<file path="src/rtl/pbit_factor_pkg.sv">
// Shared definitions for the p-bit factoring controller: FSM encoding and
// the small constants used for candidate forcing and the even-N shortcut.
package pbit_factor_pkg;

    typedef enum logic [1:0] {
        IDLE        = 2'd0,
        WAIT_SAMPLE = 2'd1,
        DIVIDE      = 2'd2,
        CHECK       = 2'd3
    } fsm_state_t;

    localparam int MIN_CAND    = 3;
    localparam int EVEN_FACTOR = 2;

endpackage

</file>
<file path="src/rtl/seq_divider.sv">
// Restoring divider: one quotient bit per cycle, N_W cycles in total. The first
// bit is resolved in the start cycle from the input operands directly.
module seq_divider #(
    parameter int N_W = 64
) (
    input  logic           clk,
    input  logic           rst,
    input  logic           i_start,
    input  logic [N_W-1:0] i_dividend,
    input  logic [N_W-1:0] i_divisor,
    output logic           o_busy,
    output logic           o_done,
    output logic [N_W-1:0] o_quotient,
    output logic [N_W-1:0] o_remainder
);
    localparam int C_W = $clog2(N_W);

    logic [N_W-1:0] r_rem;
    logic [N_W-1:0] r_quo;
    logic [N_W-1:0] r_dvs;
    logic [C_W-1:0] r_cnt;
    logic           r_done;

    // One restoring step: the sign of the trial difference decides the quotient bit.
    function automatic logic [2*N_W-1:0] div_step(
        input logic [N_W-1:0] rem,
        input logic [N_W-1:0] quo,
        input logic [N_W-1:0] dvs
    );
        logic [N_W:0] tmp;
        logic [N_W:0] diff;
        tmp  = {rem, quo[N_W-1]};
        diff = tmp - {1'b0, dvs};
        if (!diff[N_W]) begin
            return {diff[N_W-1:0], quo[N_W-2:0], 1'b1};
        end else begin
            return {tmp[N_W-1:0], quo[N_W-2:0], 1'b0};
        end
    endfunction

    // Iteration registers and the end-of-division pulse.
    always_ff @(posedge clk or negedge rst) begin
        if (!rst) begin
            r_rem  <= {N_W{1'b0}};
            r_quo  <= {N_W{1'b0}};
            r_dvs  <= {N_W{1'b0}};
            r_cnt  <= {C_W{1'b0}};
            r_done <= 1'b0;
        end else begin
            r_done <= 1'b0;
            if (i_start) begin
                {r_rem, r_quo} <= div_step({N_W{1'b0}}, i_dividend, i_divisor);
                r_dvs          <= i_divisor;
                r_cnt          <= C_W'(N_W - 1);
            end else if (r_cnt != {C_W{1'b0}}) begin
                {r_rem, r_quo} <= div_step(r_rem, r_quo, r_dvs);
                r_cnt          <= r_cnt - C_W'(32'd1);
                r_done         <= (r_cnt == C_W'(32'd1));
            end
        end
    end

    assign o_busy      = (r_cnt != {C_W{1'b0}});
    assign o_done      = r_done;
    assign o_quotient  = r_quo;
    assign o_remainder = r_rem;

endmodule

</file>
<file path="src/rtl/pbit_factor_ctrl.sv">
// Controller that tries p-bit candidates as trial divisors of N until a factor
// is found or the sample limit is reached. Define FACTOR_EVEN_CHECK_EN to
// short-cut even N >= 4 to the factor pair (2, N/2) without sampling.
module pbit_factor_ctrl
    import pbit_factor_pkg::*;
#(
    parameter int N_W   = 64,
    parameter int CNT_W = 32
) (
    input  logic             clk,
    input  logic             rst,
    input  logic [N_W-1:0]   i_N,
    input  logic [CNT_W-1:0] i_max_count,
    input  logic             i_start,
    input  logic [N_W/2-1:0] i_cand,
    input  logic             i_cand_valid,
    output logic             o_cand_ready,
    output logic             o_target_y,
    output logic [N_W/2-1:0] o_X,
    output logic [N_W/2-1:0] o_Y,
    output logic             o_busy,
    output logic             o_done,
    output logic             o_found,
    output logic [CNT_W-1:0] o_count
);
    localparam int F_W = N_W / 2;
    localparam logic [F_W-1:0] C_MIN  = F_W'(MIN_CAND);
    localparam logic [F_W-1:0] C_EVEN = F_W'(EVEN_FACTOR);
    localparam logic [F_W-1:0] C_ONE  = F_W'(32'd1);

    fsm_state_t       r_state;
    fsm_state_t       w_next_state;
    logic [N_W-1:0]   r_n;
    logic [CNT_W-1:0] r_max;
    logic [CNT_W-1:0] r_count;
    logic [F_W-1:0]   r_x;
    logic [F_W-1:0]   r_y;
    logic             r_found;
    logic             r_target_y;
    logic             r_done;
    logic             r_busy;
    logic             r_cand_ready;
    logic             r_even;

    logic [F_W-1:0]   w_cand;
    logic             w_trivial;
    logic             w_even;
    logic             w_accept_start;
    logic             w_hs;
    logic             w_even_hit;
    logic             w_found_hit;
    logic             w_limit_hit;
    logic             w_toggle;
    logic             w_div_busy;
    logic             w_div_done;
    logic [N_W-1:0]   w_div_quo;
    logic [N_W-1:0]   w_div_rem;

    assign w_trivial = (i_N < N_W'(32'd4)) || (i_max_count == {CNT_W{1'b0}});

`ifdef FACTOR_EVEN_CHECK_EN
    assign w_even = ~i_N[0];
`else
    assign w_even = 1'b0;
`endif

    // Candidates are forced odd; anything that would collapse to 1 becomes 3.
    assign w_cand = (i_cand[F_W-1:1] == {(F_W-1){1'b0}}) ? C_MIN : (i_cand | C_ONE);

    seq_divider #(
        .N_W (N_W)
    ) u_div (
        .clk         (clk),
        .rst         (rst),
        .i_start     (w_hs),
        .i_dividend  (r_n),
        .i_divisor   ({{(N_W-F_W){1'b0}}, w_cand}),
        .o_busy      (w_div_busy),
        .o_done      (w_div_done),
        .o_quotient  (w_div_quo),
        .o_remainder (w_div_rem)
    );

    // FSM state register.
    always_ff @(posedge clk or negedge rst) begin
        if (!rst) begin
            r_state <= IDLE;
        end else begin
            r_state <= w_next_state;
        end
    end

    // Next-state decode and per-cycle action strobes.
    always_comb begin
        w_next_state   = r_state;
        w_accept_start = 1'b0;
        w_hs           = 1'b0;
        w_even_hit     = 1'b0;
        w_found_hit    = 1'b0;
        w_limit_hit    = 1'b0;
        w_toggle       = 1'b0;
        case (r_state)
            IDLE: begin
                if (i_start) begin
                    w_accept_start = 1'b1;
                    if (w_trivial) begin
                        w_next_state = IDLE;
                    end else if (w_even) begin
                        w_next_state = CHECK;
                    end else begin
                        w_next_state = WAIT_SAMPLE;
                    end
                end else begin
                    w_next_state = IDLE;
                end
            end
            WAIT_SAMPLE: begin
                if (i_cand_valid && r_cand_ready) begin
                    w_hs         = 1'b1;
                    w_next_state = DIVIDE;
                end else begin
                    w_next_state = WAIT_SAMPLE;
                end
            end
            DIVIDE: begin
                if (w_div_done && !w_div_busy) begin
                    w_next_state = CHECK;
                end else begin
                    w_next_state = DIVIDE;
                end
            end
            CHECK: begin
                w_next_state = IDLE;
                if (r_even) begin
                    w_even_hit = 1'b1;
                end else if ((w_div_rem == {N_W{1'b0}}) && (w_div_quo > N_W'(32'd1))) begin
                    w_found_hit = 1'b1;
                end else if (r_count == r_max) begin
                    w_limit_hit = 1'b1;
                end else begin
                    w_toggle     = 1'b1;
                    w_next_state = WAIT_SAMPLE;
                end
            end
            default: begin
                w_next_state = IDLE;
            end
        endcase
    end

    // Run context, factor registers and registered status outputs.
    always_ff @(posedge clk or negedge rst) begin
        if (!rst) begin
            r_n          <= {N_W{1'b0}};
            r_max        <= {CNT_W{1'b0}};
            r_count      <= {CNT_W{1'b0}};
            r_x          <= {F_W{1'b0}};
            r_y          <= {F_W{1'b0}};
            r_found      <= 1'b0;
            r_target_y   <= 1'b0;
            r_done       <= 1'b0;
            r_busy       <= 1'b0;
            r_cand_ready <= 1'b0;
            r_even       <= 1'b0;
        end else begin
            r_busy       <= (w_next_state != IDLE);
            r_cand_ready <= (w_next_state == WAIT_SAMPLE);
            r_done       <= (w_accept_start && w_trivial) || w_even_hit || w_found_hit || w_limit_hit;
            if (w_accept_start) begin
                r_n        <= i_N;
                r_max      <= i_max_count;
                r_count    <= {CNT_W{1'b0}};
                r_found    <= 1'b0;
                r_target_y <= 1'b0;
                r_x        <= C_MIN;
                r_y        <= C_MIN;
                r_even     <= w_even;
            end else if (w_hs) begin
                if (r_target_y) begin
                    r_y <= w_cand;
                end else begin
                    r_x <= w_cand;
                end
                r_count <= r_count + CNT_W'(32'd1);
            end else if (w_even_hit) begin
                r_x     <= C_EVEN;
                r_y     <= r_n[F_W:1];
                r_found <= 1'b1;
            end else if (w_found_hit) begin
                // The quotient lands in whichever register was not just sampled.
                if (r_target_y) begin
                    r_x <= w_div_quo[F_W-1:0];
                end else begin
                    r_y <= w_div_quo[F_W-1:0];
                end
                r_found <= 1'b1;
            end else if (w_toggle) begin
                r_target_y <= ~r_target_y;
            end else begin
                r_found <= r_found;
            end
        end
    end

    assign o_cand_ready = r_cand_ready;
    assign o_target_y   = r_target_y;
    assign o_X          = r_x;
    assign o_Y          = r_y;
    assign o_busy       = r_busy;
    assign o_done       = r_done;
    assign o_found      = r_found;
    assign o_count      = r_count;

endmodule

</file>
<file path="config.mk">
export PLATFORM = sky130hd
export DESIGN_NAME = pbit_factor_ctrl
export DESIGN_NICKNAME = d
export VERILOG_FILES = /design/src/rtl/pbit_factor_pkg.sv /design/src/rtl/seq_divider.sv /design/src/rtl/pbit_factor_ctrl.sv
export SDC_FILE = /design/constraint.sdc
export NUM_CORES = 1
export LEC_CHECK = 0
export CAP_MARGIN = 20
export CORE_ASPECT_RATIO = 0.5
export CORE_UTILIZATION = 43
export CTS_CLUSTER_DIAMETER = 80
export DETAILED_ROUTE_END_ITERATION = 6
export PLACE_DENSITY = 0.66
export SYNTH_ARGS = -nofsm -noshare
export SYNTH_HDL_FRONTEND = slang
export SYNTH_HIERARCHICAL = 1
export SYNTH_SLANG_ARGS = --single-unit
</file>
<file path="constraint.sdc">
create_clock -name clk -period 3.38 [get_ports clk]
set_input_delay 0.338 -clock clk [delete_from_list [all_inputs] [get_ports clk]]
set_output_delay 0.338 -clock clk [all_outputs]
set_load 0.01 [all_outputs]
</file>
==> results by group <==
Status
  • Status: finished with violations
  • Failing checks: negative setup slack

Global routing
  • Total track usage: ~27%
  • GR peak layer: met2
  • First-pass GRT wire length: between 100000 and 150000 microns
  • Met1 GRT Util: a little under two fifths
  • GRT met3 Usage: 3.996%
  • Largest net degree at the start of global routing: between 100 and 150
  • Antenna violations before repair: 2
  • GRT met2 Usage: between 40% and 50%
  • Congestion Overflow GR: 0
  • Vias in the first global route: 19.68k

Setup path
  • Crit Path Max Fanout: 7
  • CP Launch Type: register
  • Crit path capture type: register
  • CP required: between 3 and 4 ns
  • CP bufs+invs: 5
  • Reg2reg setup slack: -0.05 ns
  • Worst path depth: 16
  • Reg-to-Reg End: u_div/o_remainder[51]
  • CP peak stage delay: ~0.42 ns
  • Reg2reg path depth: 16
  • CP arrival: 3.88 ns
  • CP Launch Point: u_div/o_remainder[0]
  • CP Cell Sequence: inv_1 > fa_2 > nand2b_4 > a21o_1 > buf_4 > a21o_1 > a21oi_2 > buf_4 > o21ai_4 > a21bo_4 > and3_4 > nor3_4 > buf_6 > buf_12 > mux2i_2 > o31ai_1
  • R2R Path Start: u_div/o_remainder[0]
  • Top Family by Delay on Critical Path: compound AO/OA/AOI/OAI gates
  • Critical path's slowest cell: dfrtp_1
  • Critical path endpoint: u_div/o_remainder[51]
  • Worst Setup Path Type: register to register

Logic synthesis
  • Synth unique cells: about 80
  • Post-synthesis mux area share: 6.291%
  • Synth area leader: dfrtp_1
  • Post-synth top cells: nand2_1, dfrtp_1, o21ai_0, clkbuf_1, a21oi_1
  • Top-count cell post-synth: nand2_1
  • Post-synthesis adder-cell area fraction: 3.937%
  • Post-synth ARST share: 100.0%
  • Synth area leaders: dfrtp_1, nand2_1, o21ai_0
  • Mapped cell area: about 22000 sq um
  • Largest family of logic cells by synthesized area: simple AND/OR/NAND/NOR gates
  • Post-synthesis average cell area: around 8.9 sq um
  • Ys Warns: 6
  • Sequential share of the synthesized area: 44.39%
  • Primary FF master, synth: dfrtp_1
  • Post-synth EDFFs: 0
  • FF+latch count, synth: 398
  • Simple-gate share of the synthesized area: a little over a fifth
  • Cell count after synthesis: 2520
  • Xor/xnor cell area share of the yosys netlist: under 10%
  • Synth Area in Compound Gates: 15.15%
  • Share of the synthesized area in the top cell type: between 40% and 50%

Job
  • Number of max-cap violations: 0

Routing
  • WL final: about 74000 microns
  • DR vias/cell: ~5.5
  • WL per Instance: 19.73 microns
  • Post-route ant nets: 0
  • Total iterations of the first detailed-routing run: 5
  • Number of remaining DRC errors: 0
  • Vias: roughly 21k
  • DR iter-0 viols: slightly below 2k

Layout
  • Layout Utilization: approximately three fifths
  • Non-Filler Instances: 3733
  • Final net count: between 3k and 4k
  • Area growth syn-to-layout: 32.65%
  • Layout cells sized above 1: a little under a fifth

CTS
  • Htree depth: 2
  • Clk sinks: just under 400
  • Worst-path clk slew: around 0.070 ns
  • Longest Clk Path Bufs: 3
  • Clock Latency Late Sink: about 0.6 ns
  • Root Driver: clkbuf_16
  • Total CTS buffers: 39
  • CTS tree: yes

Power and ir drop
  • Sw Ratio: approximately 44%
  • Combinational share of power: 62.9%
  • IR drop worst, VDD: approximately 0.64 mV
  • Pint: about 19000 uW
  • Static leakage: ~0.014 uW
  • Clock share of power: between 10% and 20%
  • Pwr per Cell Area: 1163 nW/um^2
  • Net load switching power: roughly 15000 uW
  • Sequential power share: around 24%

Die
  • Row cnt: 58
  • Placeable Area: ~51000 sq um
  • Die Width: between 300 and 400 microns
  • DIE AREA: 53150 sq um
  • I/O pin count: 233
  • Die Span Y: 163.5 microns
  • Initial Util: ~44%

STA
  • Worst Tran Pin Value: 1.051 ns
  • Peak Freq: 291.4 MHz
  • Max Transition Viols Final: 0
  • RSZ-0062 raised after global routing: yes
  • Worst Slack Setup Final: -0.05178 ns
  • Post-route minimum period: between 3 and 4 ns
  • Fin crit share: 101.5%
  • Setup Skew: about 0.023 ns
  • Final Hold Vio Count: 0
  • Relative max-transition margin: about 30%
  • Endpoints failing setup: 14

Placed design
  • Post-Place Setup Slack: -0.5005 ns
  • Global placer's final weighted congestion: 0.9391
  • Dpl hpwl: roughly 54000 microns
  • Number of buffers added on ports: roughly 230
  • Placed cell count: between 3k and 4k

Min path
  • Worst Hold Class: input pin to register
## final cells by class
| cell class | instances | area, sq um |
|---|---|---|
| Clock buffer | 45 | 1028 |
| Fill cell | 4468 | 21110 |
| Sequential cell | 398 | 9961 |
| Antenna cell | 1 | 2.502 |
| Multi-Input combinational cell | 1925 | 12270 |
| Inverter | 96 | 370.4 |
| Tap cell | 690 | 863.3 |
| Timing Repair Buffer | 552 | 5024 |
| Clock inverter | 26 | 244.0 |
## per-stage QoR
stage	TNS [ns]	hold WS [ns]	area [sq um]	power (uW)
global placement	-20.86	0.4072	27550	27260
CTS	-0.09141	0.2727	28950	32450
global route	-4.399	0.3002	29760	36860
floorplan	0	0.04241	22680	19970
detailed placement	-20.10	0.4169	27550	27610
finish	-0.2547	0.3090	29760	34610
## cells in the final DEF (no fill, tap or decap), drive strengths merged, types with 15 or more instances in the layout
master           n
nand4           72
nand3           41
clkbuf          49
mux2i           69
o21ai          193
clkdlybuf4s50  230
a31oi           15
o31ai           20
xnor2           83
ha              69
mux2            64
o21bai          16
a21o            25
nor2           120
dfrtp          398
nor3            55
a22o            31
o211ai          22
buf            317
inv            100
nand2          521
xor2            33
a21oi          130
conb            66
nor4            98
## worst min-delay path by stage
stage | to | cells past startpoint | slack [ns] | startpoint
5_1_grt | r_n[0] | 3 | 0.30 | i_N[0]
3_5_place_dp | o_count[6] | 1 | 0.42 | rst
3_3_place_gp | o_count[7] | 1 | 0.41 | rst
2_1_floorplan | o_X[0] | 0 | 0.04 | rst
4_1_cts | r_n[1] | 3 | 0.27 | i_N[1]
6_report | r_n[0] | 3 | 0.31 | i_N[0]
## power groups by stage
| stage | clock network [uW] | registers (uW) | logic, uW |
|---|---|---|---|
| 2_1_floorplan | 0 | 8090 | 11900 |
| 3_3_place_gp | 0 | 8280 | 19000 |
| 3_5_place_dp | 0 | 8340 | 19300 |
| 4_1_cts | 4580 | 8280 | 19600 |
| 5_1_grt | 4760 | 8550 | 23600 |
| 6_report | 4490 | 8340 | 21800 |
## registers in the layout, summed over array words and instances, names as in the netlist, 2 cells and up
register	cells
r_max	32
u_div/o_remainder	64
r_n	64
o_Y	32
u_div/o_quotient	64
u_div/r_dvs	64
o_count	32
r_state	2
u_div/r_cnt	6
o_X	32
## repair_timing
action | in CTS | in global routing
resized for setup | 26 | 126
endpoints found under the hold margin | 82 | 0
endpoints found under the setup margin | 111 | 117
hold buffers | 1 | 0
cloned | 0 | 4
buffers inserted | 1 | 17
pin swaps | 5 | 56
## kinds of logic after synthesis
family / Yosys count
AO/OA/AOI/OAI: 540
XOR/XNOR: 116
adder cells (fa/ha/maj): 70
buffers and inverters: 261
flip-flops: 398
multiplexers: 133
other: 2
AND/OR/NAND/NOR: 1000
## layer usage
metal	vias up	share of wire, %
met3	142	6.4
met4	2	3.1
met1	9961	45
li1	9820	-
met5	-	0.018
met2	699	46
## worst register-to-register path, cell delays in order, from the launching register on
cell and delay [ns]:
dfrtp_1 0.42, inv_1 0.10, fa_2 0.40, nand2b_4 0.15, a21o_1 0.21, buf_4 0.14
a21o_1 0.19, a21oi_2 0.19, buf_4 0.16, o21ai_4 0.07, a21bo_4 0.27, and3_4 0.17
nor3_4 0.19, buf_6 0.19, buf_12 0.16, mux2i_2 0.21, o31ai_1 0.08
(Power assumes the default switching activity.)
